## config.mk

```make
export PLATFORM = sky130hd
export DESIGN_NAME = fib_nth_capture_flat
export DESIGN_NICKNAME = d
export VERILOG_FILES = /design/src/rtl/fib_pkg.sv /design/src/rtl/fib_nth_capture_if.sv /design/src/rtl/fib_nth_capture.sv /design/src/flat_wrapper.sv
export SDC_FILE = /design/constraint.sdc
export NUM_CORES = 1
export LEC_CHECK = 0
export CAP_MARGIN = 20
export CORE_AREA = 2 2 89 126
export DETAILED_ROUTE_END_ITERATION = 10
export DIE_AREA = 0 0 91 128
export GPL_ROUTABILITY_DRIVEN = 0
export PLACE_DENSITY = 0.68
export RECOVER_POWER = 100
export SKIP_CTS_REPAIR_TIMING = 1
export SYNTH_ARGS = -nofsm -noshare
export SYNTH_HDL_FRONTEND = slang
export SYNTH_SLANG_ARGS = --single-unit
```

## constraint.sdc

```tcl
create_clock -name clock -period 3.44 [get_ports clock]
set_input_delay 0.86 -clock clock [delete_from_list [all_inputs] [get_ports clock]]
set_output_delay 0.86 -clock clock [all_outputs]
set_load 0.01 [all_outputs]
```

## src/rtl/fib_pkg.sv

```systemverilog
// Shared types and constants for the Fibonacci capture controller.
// MAX_N is the largest index whose term still fits in the generator width.
package fib_pkg;

    typedef enum logic [1:0] {
        IDLE  = 2'd0,
        CLEAR = 2'd1,
        RUN   = 2'd2,
        HOLD  = 2'd3
    } state_t;

    localparam logic [1:0] ERR_OK    = 2'd0;
    localparam logic [1:0] ERR_RANGE = 2'd1;
    localparam logic [1:0] ERR_SEQ   = 2'd2;

    // F(47) is the last term below 2**32, F(93) the last below 2**64.
    function automatic int max_n_for(input int width);
        case (width)
            32:      return 47;
            64:      return 93;
            default: return 0;
        endcase
    endfunction

endpackage

```

## src/rtl/fib_nth_capture_if.sv

```systemverilog
// Request/result bus of the Fibonacci capture controller.
// Handshake: the result transfers on any rising clock edge where result_valid && result_ready.
interface fib_nth_capture_if #(
    parameter int WIDTH = 32,
    parameter int NW    = 6
) ();

    logic             start;
    logic [NW-1:0]    n;
    logic             busy;
    logic [WIDTH-1:0] result;
    logic             result_valid;
    logic             result_ready;
    logic [1:0]       err;

    modport master (
        output start, n, result_ready,
        input  busy, result, result_valid, err
    );

    modport slave (
        input  start, n, result_ready,
        output busy, result, result_valid, err
    );

endinterface

```

## src/rtl/fib_nth_capture.sv

```systemverilog
// Clears an external Fibonacci generator, counts its terms and captures F(n),
// with range checking of n and detection of a generator that stops advancing.
module fib_nth_capture
    import fib_pkg::*;
#(
    parameter int WIDTH        = 32,
    parameter int NW           = 6,
    parameter int MAX_N        = max_n_for(WIDTH),
    parameter int CLEAR_CYCLES = 2
) (
    input  logic               clock,
    input  logic               reset,
    fib_nth_capture_if.slave   bus,
    output logic               gen_clear,
    input  logic [WIDTH-1:0]   gen_value,
    output state_t             state_dbg
);

    localparam int             CLR_LAST_I = CLEAR_CYCLES - 1;
    localparam logic [NW-1:0]  MAX_N_V    = MAX_N[NW-1:0];
    localparam logic [NW-1:0]  CLR_LAST   = CLR_LAST_I[NW-1:0];
    localparam logic [NW-1:0]  IDX_ONE    = {{(NW-1){1'b0}}, 1'b1};
    localparam logic [NW-1:0]  IDX_SEQ    = 3;

    state_t           state_q, state_d;
    logic [NW-1:0]    n_q, n_d;
    logic [NW-1:0]    idx_q, idx_d;
    logic [WIDTH-1:0] prev_q, prev_d;
    logic [WIDTH-1:0] result_q, result_d;
    logic [1:0]       err_q, err_d;
    logic             gen_clear_q;
    logic             valid_q;
    logic             busy_q;

    // idx doubles as the clear-phase cycle counter and is reloaded with 1 on entry to RUN.
    always_comb begin
        state_d  = state_q;
        n_d      = n_q;
        idx_d    = idx_q;
        prev_d   = prev_q;
        result_d = result_q;
        err_d    = err_q;
        unique case (state_q)
            IDLE: begin
                if (bus.start) begin
                    n_d = bus.n;
                    if (bus.n == '0) begin
                        state_d  = HOLD;
                        result_d = '0;
                        err_d    = ERR_OK;
                    end else if (bus.n > MAX_N_V) begin
                        state_d  = HOLD;
                        result_d = '0;
                        err_d    = ERR_RANGE;
                    end else begin
                        state_d = CLEAR;
                        idx_d   = '0;
                    end
                end
            end
            CLEAR: begin
                if (idx_q == CLR_LAST) begin
                    state_d = RUN;
                    idx_d   = IDX_ONE;
                end else begin
                    idx_d = idx_q + IDX_ONE;
                end
            end
            RUN: begin
                // F(1)=F(2), so strict growth is only expected from the third term on.
                if (idx_q >= IDX_SEQ && gen_value <= prev_q) begin
                    state_d  = HOLD;
                    result_d = gen_value;
                    err_d    = ERR_SEQ;
                end else if (idx_q == n_q) begin
                    state_d  = HOLD;
                    result_d = gen_value;
                    err_d    = ERR_OK;
                end else begin
                    idx_d  = idx_q + IDX_ONE;
                    prev_d = gen_value;
                end
            end
            HOLD: begin
                if (valid_q && bus.result_ready) begin
                    state_d = IDLE;
                end
            end
            default: state_d = IDLE;
        endcase
    end

    always_ff @(posedge clock or posedge reset) begin
        if (reset) begin
            state_q     <= IDLE;
            n_q         <= '0;
            idx_q       <= '0;
            prev_q      <= '0;
            result_q    <= '0;
            err_q       <= ERR_OK;
            gen_clear_q <= 1'b0;
            valid_q     <= 1'b0;
            busy_q      <= 1'b0;
        end else begin
            state_q     <= state_d;
            n_q         <= n_d;
            idx_q       <= idx_d;
            prev_q      <= prev_d;
            result_q    <= result_d;
            err_q       <= err_d;
            gen_clear_q <= (state_d == CLEAR);
            valid_q     <= (state_d == HOLD);
            busy_q      <= (state_d != IDLE);
        end
    end

    assign gen_clear        = gen_clear_q;
    assign bus.result_valid = valid_q;
    assign bus.busy         = busy_q;
    assign bus.result       = result_q;
    assign bus.err          = err_q;
    assign state_dbg        = state_q;

`ifndef SYNTHESIS
    // A stalled result must not move until the consumer takes it.
    a_hold_stable: assert property (
        @(posedge clock) disable iff (reset)
        (valid_q && !bus.result_ready) |=> (valid_q && $stable(result_q) && $stable(err_q))
    );
    a_clear_only_in_clear: assert property (
        @(posedge clock) disable iff (reset)
        gen_clear_q |-> (state_q == CLEAR)
    );
`endif

endmodule

```

## src/flat_wrapper.sv

```systemverilog
// flat-port wrapper written by rule: the top's interface ports become plain ports
module fib_nth_capture_flat import fib_pkg::*;
#(
    parameter int WIDTH        = 32,
    parameter int NW           = 6,
    parameter int MAX_N        = max_n_for(WIDTH),
    parameter int CLEAR_CYCLES = 2
)
  (clock, reset, gen_clear, gen_value, state_dbg, bus_start, bus_n, bus_result_ready, bus_busy, bus_result, bus_result_valid, bus_err);
  fib_nth_capture_if #(.WIDTH(WIDTH), .NW(NW)) bus_i ();
  input  logic clock;
  input  logic reset;
  output logic gen_clear;
  input  logic [WIDTH-1:0] gen_value;
  output state_t state_dbg;
  input wire logic [$bits(bus_i.start)-1:0] bus_start;
  input wire logic [$bits(bus_i.n)-1:0] bus_n;
  input wire logic [$bits(bus_i.result_ready)-1:0] bus_result_ready;
  output wire logic [$bits(bus_i.busy)-1:0] bus_busy;
  output wire logic [$bits(bus_i.result)-1:0] bus_result;
  output wire logic [$bits(bus_i.result_valid)-1:0] bus_result_valid;
  output wire logic [$bits(bus_i.err)-1:0] bus_err;
  assign bus_i.start = bus_start;
  assign bus_i.n = bus_n;
  assign bus_i.result_ready = bus_result_ready;
  assign bus_busy = bus_i.busy;
  assign bus_result = bus_i.result;
  assign bus_result_valid = bus_i.result_valid;
  assign bus_err = bus_i.err;
  fib_nth_capture #(.WIDTH(WIDTH), .NW(NW), .MAX_N(MAX_N), .CLEAR_CYCLES(CLEAR_CYCLES)) u_core (.clock(clock), .reset(reset), .bus(bus_i), .gen_clear(gen_clear), .gen_value(gen_value), .state_dbg(state_dbg));
endmodule
```

---- Yosys cells after proc, flatten, opt, wreduce, memory -nomap -nowiden ----
Cells that the tools add are included.
storage, ports and cells
  register bits ........................... 83
  logic and storage cells ................. 67
  output and inout bits ................... 39
operators by class
  mux-type cells .......................... 27
  add/sub/neg operators ................... 1
  equality and inequality tests ........... 14
  bitwise gates (word level) .............. 2
  $lt $le $gt $ge ......................... 3
  reduce and logical (&&, ||, !) cells .... 11
operators by type and width
  cell                                                                number
  2-to-1 mux 32 bit                                                   5
  case mux 32 bit (2 select lines)                                    1
  2-to-1 mux 6 bit                                                    6
  <= comparator 32 bit                                                1
  2-to-1 mux 2 bit                                                    12
  case mux 6 bit (3 select lines)                                     1
  != test 2 bit (second input constant)                               5
  case mux 2 bit (4 select lines)                                     1
  adder 6 x 1 -> 6 bit (second input constant)                        1
  equality test 2 bit (second input constant)                         3
  equality test 6 x 1 -> 1 bit (second input constant)                1
  equality test 6 bit                                                 1
  greater-or-equal comparator 6 x 2 -> 1 bit (second input constant)  1
  greater-than comparator 6 bit (second input constant)               1
  zero test 6 bit                                                     1
  != test 3 x 1 -> 1 bit (second input constant)                      2
  AND reduction 6 bit                                                 1
  equality test 2 x 1 -> 1 bit (second input constant)                2
  case mux 2 bit (2 select lines)                                     1
  AND reduction 4 bit                                                 1
  nonzero test 2 bit                                                  2
  AND reduction 3 bit                                                 1
  nonzero test 3 bit                                                  1
  logical AND 1 bit                                                   2
  3 further kinds                                                     4

---- Depth between registers and ports, before layout ----
Gate-level depths: netlist (run 1).
  depth in word-level cells ............... 6
  mapped depth ............................ 11
  mapped depth without buffers ............ 9

---- Worst setup path before layout (run 1) ----
OpenSTA, ideal clock, no wires.
  path type ............................... input port to flip-flop
  start ................................... in gen_value[1]
  end ..................................... reg u_core.prev_q[0]
  required time ........................... 3.315 ns
  library setup time ...................... 0.125 ns
  stages .................................. 10
  setup slack ............................. 0.407 ns
  arrival ................................. 2.908 ns
  path buffers ............................ 2
  cells stage by stage .................... ha_1 > nor2b_1 > o211ai_1 > a2111oi_0 > or4b_1 > a21oi_1 > or3_1 > buf_6 > buf_12 > mux2_4
on the way
  longest elaborated chain between the ends .. 4
RTL lines
  item                                  line                    RTL
  start: declaration                    flat_wrapper.sv:14      input logic [WIDTH-1:0] gen_value;
  <= comparator 32 bit                  fib_nth_capture.sv:71   if (idx_q >= IDX_SEQ && gen_value <= prev_q) begin
  logical AND 1 bit                     fib_nth_capture.sv:71
  NOT 1 bit (no source line)            --
  AND reduction 3 bit (no source line)  --
  end signal: assignment                fib_nth_capture.sv:108  prev_q <= prev_d;
  end: declaration                      fib_nth_capture.sv:28   logic [WIDTH-1:0] prev_q, prev_d;
No other way between the ends.
A chain may end at the register's enable or synchronous reset.

---- Worst setup path in the final report (run 1) ----
  start ................................... in gen_value[15]
  end ..................................... reg u_core.result_q[9], in the netlist u_core.bus.result[9]
on the way
  longest elaborated chain between the ends .. 4
  elaborated cells on any way between the ends .. 6
  those cells by class .................... 1 x order compare; 1 x eq/ne; 2 x mux; 2 x reduce/logical
RTL lines
  item                                                                                             line                    RTL
  <= comparator 32 bit (*)                                                                         fib_nth_capture.sv:71
  logical AND 1 bit (*)                                                                            fib_nth_capture.sv:71
  != test 3 x 1 -> 1 bit (no source line) / 2-to-1 mux 32 bit (equally long branches)              --
  AND reduction 4 bit (no source line) / case mux 32 bit (2 select lines) (equally long branches)  --
  end signal: assignment                                                                           fib_nth_capture.sv:109  result_q <= result_d;
  end: declaration                                                                                 fib_nth_capture.sv:29   logic [WIDTH-1:0] result_q, result_d;
Mark *: on every way between the ends. The rest lies on a longest branch, timed or not.

==> results of run 1 <==
flip-flops by register name, indices dropped and copies added (netlist names):
signal	cells
u_core.bus.err	2
u_core.bus.result	32
u_core.bus.busy	1
u_core.idx_q	6
u_core.prev_q	32
u_core.gen_clear	1
u_core.state_dbg	2
u_core.bus.result_valid	1
u_core.n_q	6
cell families after synthesis:
| kind of cell | count (synthesis) | share of synthesized area |
|---|---|---|
| flops | 83 | 0.448 |
| buf+inv | 92 | 0.0901 |
| compound gates | 88 | 0.119 |
| fa+ha+maj | 39 | 0.105 |
| xor+xnor | 6 | 0.0113 |
| simple gates | 93 | 0.110 |
| mux | 38 | 0.117 |
through the flow:
stage,hold slack (ns),worst slack (ns),utilization
6_report,0.504,0.110,0.593
3_3_place_gp,0.491,-0.272,0.557
4_1_cts,0.508,0.00754,0.585
2_1_floorplan,0.479,0.407,-
5_1_grt,0.523,-0.0101,0.593
3_5_place_dp,0.492,-0.335,0.557
worst max-delay path, cell delays in order:
cell,delay [ns]
sky130_fd_sc_hd__clkdlybuf4s50_1,0.44
sky130_fd_sc_hd__ha_1,0.33
sky130_fd_sc_hd__nand4_1,0.25
sky130_fd_sc_hd__a211oi_1,0.09
sky130_fd_sc_hd__or4b_4,0.54
sky130_fd_sc_hd__clkbuf_2,0.16
sky130_fd_sc_hd__a221oi_2,0.35
sky130_fd_sc_hd__clkbuf_2,0.19
sky130_fd_sc_hd__clkbuf_16,0.19
sky130_fd_sc_hd__nand3_1,0.08
sky130_fd_sc_hd__o21ai_0,0.09
report_power, final:
group,total (mW),switching (mW),internal [mW]
logic,2.86,1.39,1.48
clock network,0.979,0.413,0.566
registers,1.71,0.274,1.44
per-layer routing:
layer	wire length (microns)	part of all wire	up-vias	global-route usage
met5	0	0	-	0
met4	245	0.022	0	0.0749
met3	397	0.035	17	0.0388
met2	5900	0.53	68	0.353
met1	4650	0.42	1806	0.229
li1	-	-	1772	-
cell usage after synthesis, drive strengths merged:
cell type	number
or4b	1
nand4	9
a21o	4
nor3	3
o32ai	1
or4	1
a222oi	1
nor2	11
o211ai	2
o21ai	43
and3	5
a21oi	16
and2	1
ha	39
buf	11
or2	2
nor2b	1
or3	2
o31ai	6
a2111oi	1
nor4	2
a211oi	4
xor2	6
a221oi	2
o41ai	2
nand2b	1
mux2	38
nand3	40
clkbuf	5
inv	76
nand4b	1
a21boi	2
o31a	1
dfrtp	83
a32o	2
nand2	13
o22ai	1
cells in the final DEF (no fill, tap or decap), drive strengths merged, types with 2 or more instances in the layout:
cell type	n
a32o	2
dlygate4sd3	42
clkinvlp	4
nor4	2
nand4	9
nor3	3
o211ai	2
xor2	6
o41ai	2
or2	2
clkdlybuf4s50	37
or3	2
a21oi	16
inv	77
dfrtp	83
nand3	40
and3	5
a221oi	2
nand2	13
a21o	4
a211oi	4
clkbuf	15
o21ai	43
a21boi	2
ha	39
nor2	11
mux2	38
o31ai	6
buf	46
final cells by class:
class	count	area, sq um
sequential	83	2080
fill	966	4310
multi-input combinational	264	2180
clock inverter	7	75.1
inverter	76	287
tap	141	176
timing repair buffer	132	1260
clock buffer	9	225
worst paths after layout:
kind | endpoint | cells past startpoint
setup / recovery | u_core.bus.result[9]$_DFFE_PP0P_ | 11
hold / removal | u_core.prev_q[30]$_DFFE_PP0P_ | 1
setup reg to reg | u_core.bus.result[9]$_DFFE_PP0P_ | 12
hold reg to reg | u_core.prev_q[30]$_DFFE_PP0P_ | 1
max in group asynchronous | u_core.prev_q[31]$_DFFE_PP0P_ | 3
min in group asynchronous | u_core.prev_q[17]$_DFFE_PP0P_ | 2
==> flow_summary_export.csv, run 1 <==
group,metric,value,unit
run_status,run_status,"finished with violations",
run_status,failing_checks,"capacitance limit, slew limit",
logic_synthesis,netlist-cell-type-count,50,
global_routing,grt_overflow_total,0,
floorplanning,core,10600,sq um
cells_and_area,nets,647,
power,ir_drop,0.581,mV
drt,drc,0,
clocking,cts_max_path_buffers,2,
timing,timing.final.crit_period,3.33,ns
min_path,worst_hold_startpoint,"u_core.prev_q[30]$_DFFE_PP0P_",
logic_synthesis,mappedNetlistArea,4640,sq um
timing,report.final.setup_viol,0,
critical_path,crit_path_start_kind,"input port",
critical_path,worst-r2r-setup-slack,0.61,ns
drt,number_of_routed_nets_with_antenna_violations,0,
clocking,cts.root.buffer_cell,"sky130_fd_sc_hd__clkbuf_16",
critical_path,crit_fanout,24,
timing,setup_total_neg_slack,0,ns
global_routing,groute.usage.overall,0.196,
floorplanning,initial_utilization,0.438,
power,finalPower,5.55,mW
drt,drt-total-wl,11200,microns
cells_and_area,antenna_cells_inserted,0,
global_routing,first_global_vias,3847,
drt,first_drt_iteration_drcs,155,
global_routing,grt_first_pass_wirelength,18200,microns
timing,finalMaxSlewViolations,38,
timing,min_period_over_period,0.968,
cells_and_area,proportion_of_layout_cells_with_a_drive_suffix_above_1,0.215,
critical_path,critical_path.reg2reg.startpoint,"u_core.prev_q[1]$_DFFE_PP0P_",
timing,fin_skew,0.0113,ns
placed_design,io_buffer_count,80,
power,leak,3.10,nW
timing,clock.fmax,0.300,GHz
cells_and_area,stdcell_count,712,
logic_synthesis,synth.yosys.warnings,0,
clocking,cts_inserted_buffers,9,
placed_design,placed_cell_area,5890,sq um
logic_synthesis,ys_ff_latch,83,
power,cellPowerDensity,884,nW/um^2
timing,slew-limit-headroom,-0.155,
floorplanning,boundaryPins,81,
floorplanning,die-width,91,microns
drt,avgRoutedWirePerCell,15.7,microns
floorplanning,row_count,45,
placed_design,hpwl,7790,microns
logic_synthesis,total_nets_after_synthesis,520,
timing,finalHoldViolCount,0,
drt,drt-vias-per-instance,5.14,
logic_synthesis,synth.avg_cell_area,10.6,sq um
global_routing,grt_max_degree,50,
clocking,clock_latency,0.35,ns
logic_synthesis,post_synth_main_area_contributors,"sky130_fd_sc_hd__dfrtp_1 (45%), sky130_fd_sc_hd__ha_1 (11%), sky130_fd_sc_hd__mux2_4 (9.7%)",
logic_synthesis,synthesis.instances,439,
logic_synthesis,netlist.top_cell.by_area,"sky130_fd_sc_hd__dfrtp_1",
placed_design,placedCellCount,692,
cells_and_area,synthToLayoutAreaGrowth,35.5,%
logic_synthesis,synth_seq_area_share,0.448,
run,maxCapViolations,1,
drt,drt_first_pass_iters,4,
critical_path,worst_path_required,3.70,ns
floorplanning,fp.dieArea,11600,sq um
logic_synthesis,synth.top_cell.area_share,0.448,
critical_path,critical_path_arrival,3.59,ns
clocking,htree_levels,3,
floorplanning,die_y,128,microns
timing,timing_worst_slew_pin_value,1.72,ns
critical_path,crit_type,"input port to flop",
critical_path,cp-startpoint,"gen_value[15]",
clocking,clk_pin_slew,0.07,ns
clocking,tritoncts,"yes",
drt,dr_total_vias,3663,
clocking,cts.sinks,83,
min_path,worst_min_path_class,"flop to flop",
global_routing,number_of_antenna_violations_at_the_first_check_in_global_routing,0,
cells_and_area,final_cell_area,6280,sq um
critical_path,cp-end-kind,"flop",
No activity file was read; power rests on OpenSTA's default activity.
==> run 2: changes to the inputs <==
- ABC_AREA: default -> 1
- CORE_AREA: 2 2 89 126 -> 2 2 92 129
- DIE_AREA: 0 0 91 128 -> 0 0 94 131
==> flow_summary_export.csv, run 2 <==
group,metric,value,unit
run_status,run_status,"completed",
cells_and_area,synthToLayoutAreaGrowth,24.0,%
cells_and_area,ff_latch_area,2080,sq um
global_routing,grt_overflow_total,0,
power,leak,3.45,nW
logic_synthesis,netlist.top_cell.by_area,"sky130_fd_sc_hd__dfrtp_1",
run,maxCapViolations,0,
logic_synthesis,post_synth_main_area_contributors,"sky130_fd_sc_hd__dfrtp_1 (42%), sky130_fd_sc_hd__nand2_1 (18%), sky130_fd_sc_hd__ha_1 (10%)",
floorplanning,row_count,46,
floorplanning,fp.dieArea,12300,sq um
clocking,clk_pin_slew,0.06,ns
clocking,cts_max_path_buffers,2,
timing,finalWorstSetupSlack,0.443,ns
clocking,clock_latency,0.34,ns
drt,drt-total-wl,11100,microns
global_routing,grt_first_pass_wirelength,19100,microns
critical_path,critical_path.reg2reg.startpoint,"u_core.state_dbg[0]$_DFF_PP0_",
logic_synthesis,total_nets_after_synthesis,721,
power,ir_drop,0.419,mV
critical_path,crit_path_start_kind,"input port",
power,cellPowerDensity,768,nW/um^2
drt,avgRoutedWirePerCell,12.9,microns
cells_and_area,num-fill-cells,1047,
clocking,tritoncts,"yes",
logic_synthesis,yosys_most_used_dff,"sky130_fd_sc_hd__dfrtp_1",
logic_synthesis,post_synth_most_frequent_cells,"sky130_fd_sc_hd__nand2_1 (233), sky130_fd_sc_hd__inv_1 (93), sky130_fd_sc_hd__dfrtp_1 (83), sky130_fd_sc_hd__nand3_1 (67), sky130_fd_sc_hd__ha_1 (39)",
global_routing,grt_max_degree,45,
floorplanning,die_y,131,microns
drt,first_drt_iteration_drcs,211,
logic_synthesis,synth.avg_cell_area,7.64,sq um
logic_synthesis,synth_adder_area_share,0.0997,
cells_and_area,proportion_of_layout_cells_with_a_drive_suffix_above_1,0.0542,
logic_synthesis,synth.top_cell.area_share,0.425,
critical_path,critical_path_arrival,3.22,ns
timing,rsz0062_at_grt,"false",
critical_path,critical_path.endpoint,"u_core.bus.result[9]$_DFFE_PP0P_",
logic_synthesis,synth.yosys.warnings,0,
drt,drc,0,
cells_and_area,layout_common_cells,"sky130_fd_sc_hd__nand2_1 (236), sky130_fd_sc_hd__inv_1 (92), sky130_fd_sc_hd__dfrtp_1 (83)",
drt,drt-vias-per-instance,4.84,
clocking,cts.sinks,83,
cells_and_area,nets,796,
global_routing,groute.usage.overall,0.197,
critical_path,reg2reg_depth,7,
timing,clock.fmax,0.334,GHz
cells_and_area,multi_input_area,2300,sq um
timing,fin_hold_ws,0.462,ns
drt,drt_first_pass_iters,4,
min_path,worst_hold_startpoint,"u_core.bus.result[22]$_DFFE_PP0P_",
timing,finalMaxSlewViolations,0,
critical_path,worst-r2r-setup-slack,1.07,ns
cells_and_area,stdcell_count,864,
logic_synthesis,synth_seq_area_share,0.425,
timing,fin_skew,0.00778,ns
timing,timing.final.crit_period,3.00,ns
placed_design,dpl_worst_slack,0.239,ns
clocking,cts_inserted_buffers,9,
logic_synthesis,ys_ff_latch,83,
timing,report.final.setup_viol,0,
drt,number_of_routed_nets_with_antenna_violations,0,
clocking,htree_levels,3,
cells_and_area,antenna_cells_inserted,0,
critical_path,cp-startpoint,"gen_value[5]",
logic_synthesis,synthesis.instances,640,
logic_synthesis,netlist-cell-type-count,33,
floorplanning,initial_utilization,0.436,
critical_path,crit_type,"input port to flop",
critical_path,worst_path_required,3.66,ns
global_routing,number_of_antenna_violations_at_the_first_check_in_global_routing,0,
critical_path,cp-end-kind,"flop",
logic_synthesis,synthSimpleGateAreaFrac,0.315,
logic_synthesis,yosysMostFrequentCell,"sky130_fd_sc_hd__nand2_1",
logic_synthesis,yosys-mux-area-fraction,0.00921,
clocking,cts.root.buffer_cell,"sky130_fd_sc_hd__clkbuf_16",
logic_synthesis,yosys.area_share.xor_xnor,0.00716,
timing,setup_total_neg_slack,0,ns
placed_design,placedCellCount,848,
global_routing,first_global_vias,4169,
timing,timing_worst_slew_pin_value,1.13,ns
min_path,worst_min_path_class,"flop to flop",
timing,min_period_over_period,0.871,
floorplanning,core,11200,sq um
logic_synthesis,mappedNetlistArea,4890,sq um
placed_design,hpwl,7990,microns
logic_synthesis,synth_async_sr_flop_share,1.00,
placed_design,io_buffer_count,80,
timing,slew-limit-headroom,0.246,
floorplanning,boundaryPins,81,
logic_synthesis,main_combinational_cell_family_by_area_after_synthesis,"simple AND/OR/NAND/NOR gates",
logic_synthesis,synth-compound-area-share,0.0394,
cells_and_area,final_common_cell,"sky130_fd_sc_hd__nand2_1",
timing,finalHoldViolCount,0,
critical_path,crit_fanout,34,
drt,dr_total_vias,4181,
floorplanning,die-width,94,microns
critical_path,worstReg2RegEnd,"u_core.bus.result[9]$_DFFE_PP0P_",
logic_synthesis,synth-edff-count,0,
## run 2: where the power goes
group	total (mW)	internal (mW)	switching (mW)
sequential	1.64	1.40	0.241
clock	0.950	0.582	0.368
combinational	2.07	0.864	1.21
## run 2: how the worst min path moves through the flow
stage	end	cells after the start	slack, ns
floorplan	u_core.prev_q[10]$_DFFE_PP0P_	2	0.44
global placement	u_core.prev_q[25]$_DFFE_PP0P_	2	0.45
detailed placement	u_core.bus.result[22]$_DFFE_PP0P_	2	0.46
CTS	u_core.prev_q[28]$_DFFE_PP0P_	2	0.47
global route	u_core.bus.result[22]$_DFFE_PP0P_	2	0.47
finish	u_core.bus.result[22]$_DFFE_PP0P_	2	0.46
## run 2: cells by family (layout without fill, tap and decap cells)
family,count (synthesis),in the layout
AOI/OAI and AO/OA,34,34
xor gates and xnor gates,4,4
adders and majority gates,39,39
buffers and inverters,118,198
DFF,83,83
muxes,4,4
and+or+nand+nor,358,358
## run 2: cell type report
class | instances | area share
repair buffers | 88 | 0.143
clock buffers | 14 | 0.0419
inverters | 94 | 0.0584
clock inverters | 2 | 0.00577
multi-input cells | 439 | 0.379
well taps | 144 | 0.0297
flip-flops and latches | 83 | 0.342
## run 2: stage by stage
stage,power (mW),util,cell area (sq um)
after floorplan,3.04,-,4890
after global placement,3.76,0.517,5800
after detailed placement,3.84,0.517,5800
after CTS,4.81,0.543,6090
after global routing,5.11,0.541,6070
final,4.66,0.541,6070
## run 2: routing by layer
metal	track usage	part of all wire
met3	0.0413	0.034
met4	0.0725	0.020
met1	0.234	0.43
met5	0	0
met2	0.350	0.52
## run 2: critical path, cell delays in order
cell and delay (ns):
sky130_fd_sc_hd__clkdlybuf4s50_1 0.47, sky130_fd_sc_hd__ha_1 0.35, sky130_fd_sc_hd__a21oi_1 0.15, sky130_fd_sc_hd__nor2_1 0.05, sky130_fd_sc_hd__nor2_1 0.08, sky130_fd_sc_hd__nand2_1 0.06, sky130_fd_sc_hd__nand2_1 0.06, sky130_fd_sc_hd__nand2_1 0.06
sky130_fd_sc_hd__nand2_1 0.06, sky130_fd_sc_hd__nand2_1 0.04, sky130_fd_sc_hd__nand2_1 0.10, sky130_fd_sc_hd__nand2_1 0.22, sky130_fd_sc_hd__nand2_4 0.17, sky130_fd_sc_hd__nand2_4 0.24, sky130_fd_sc_hd__nand2_1 0.18, sky130_fd_sc_hd__nand2_1 0.06
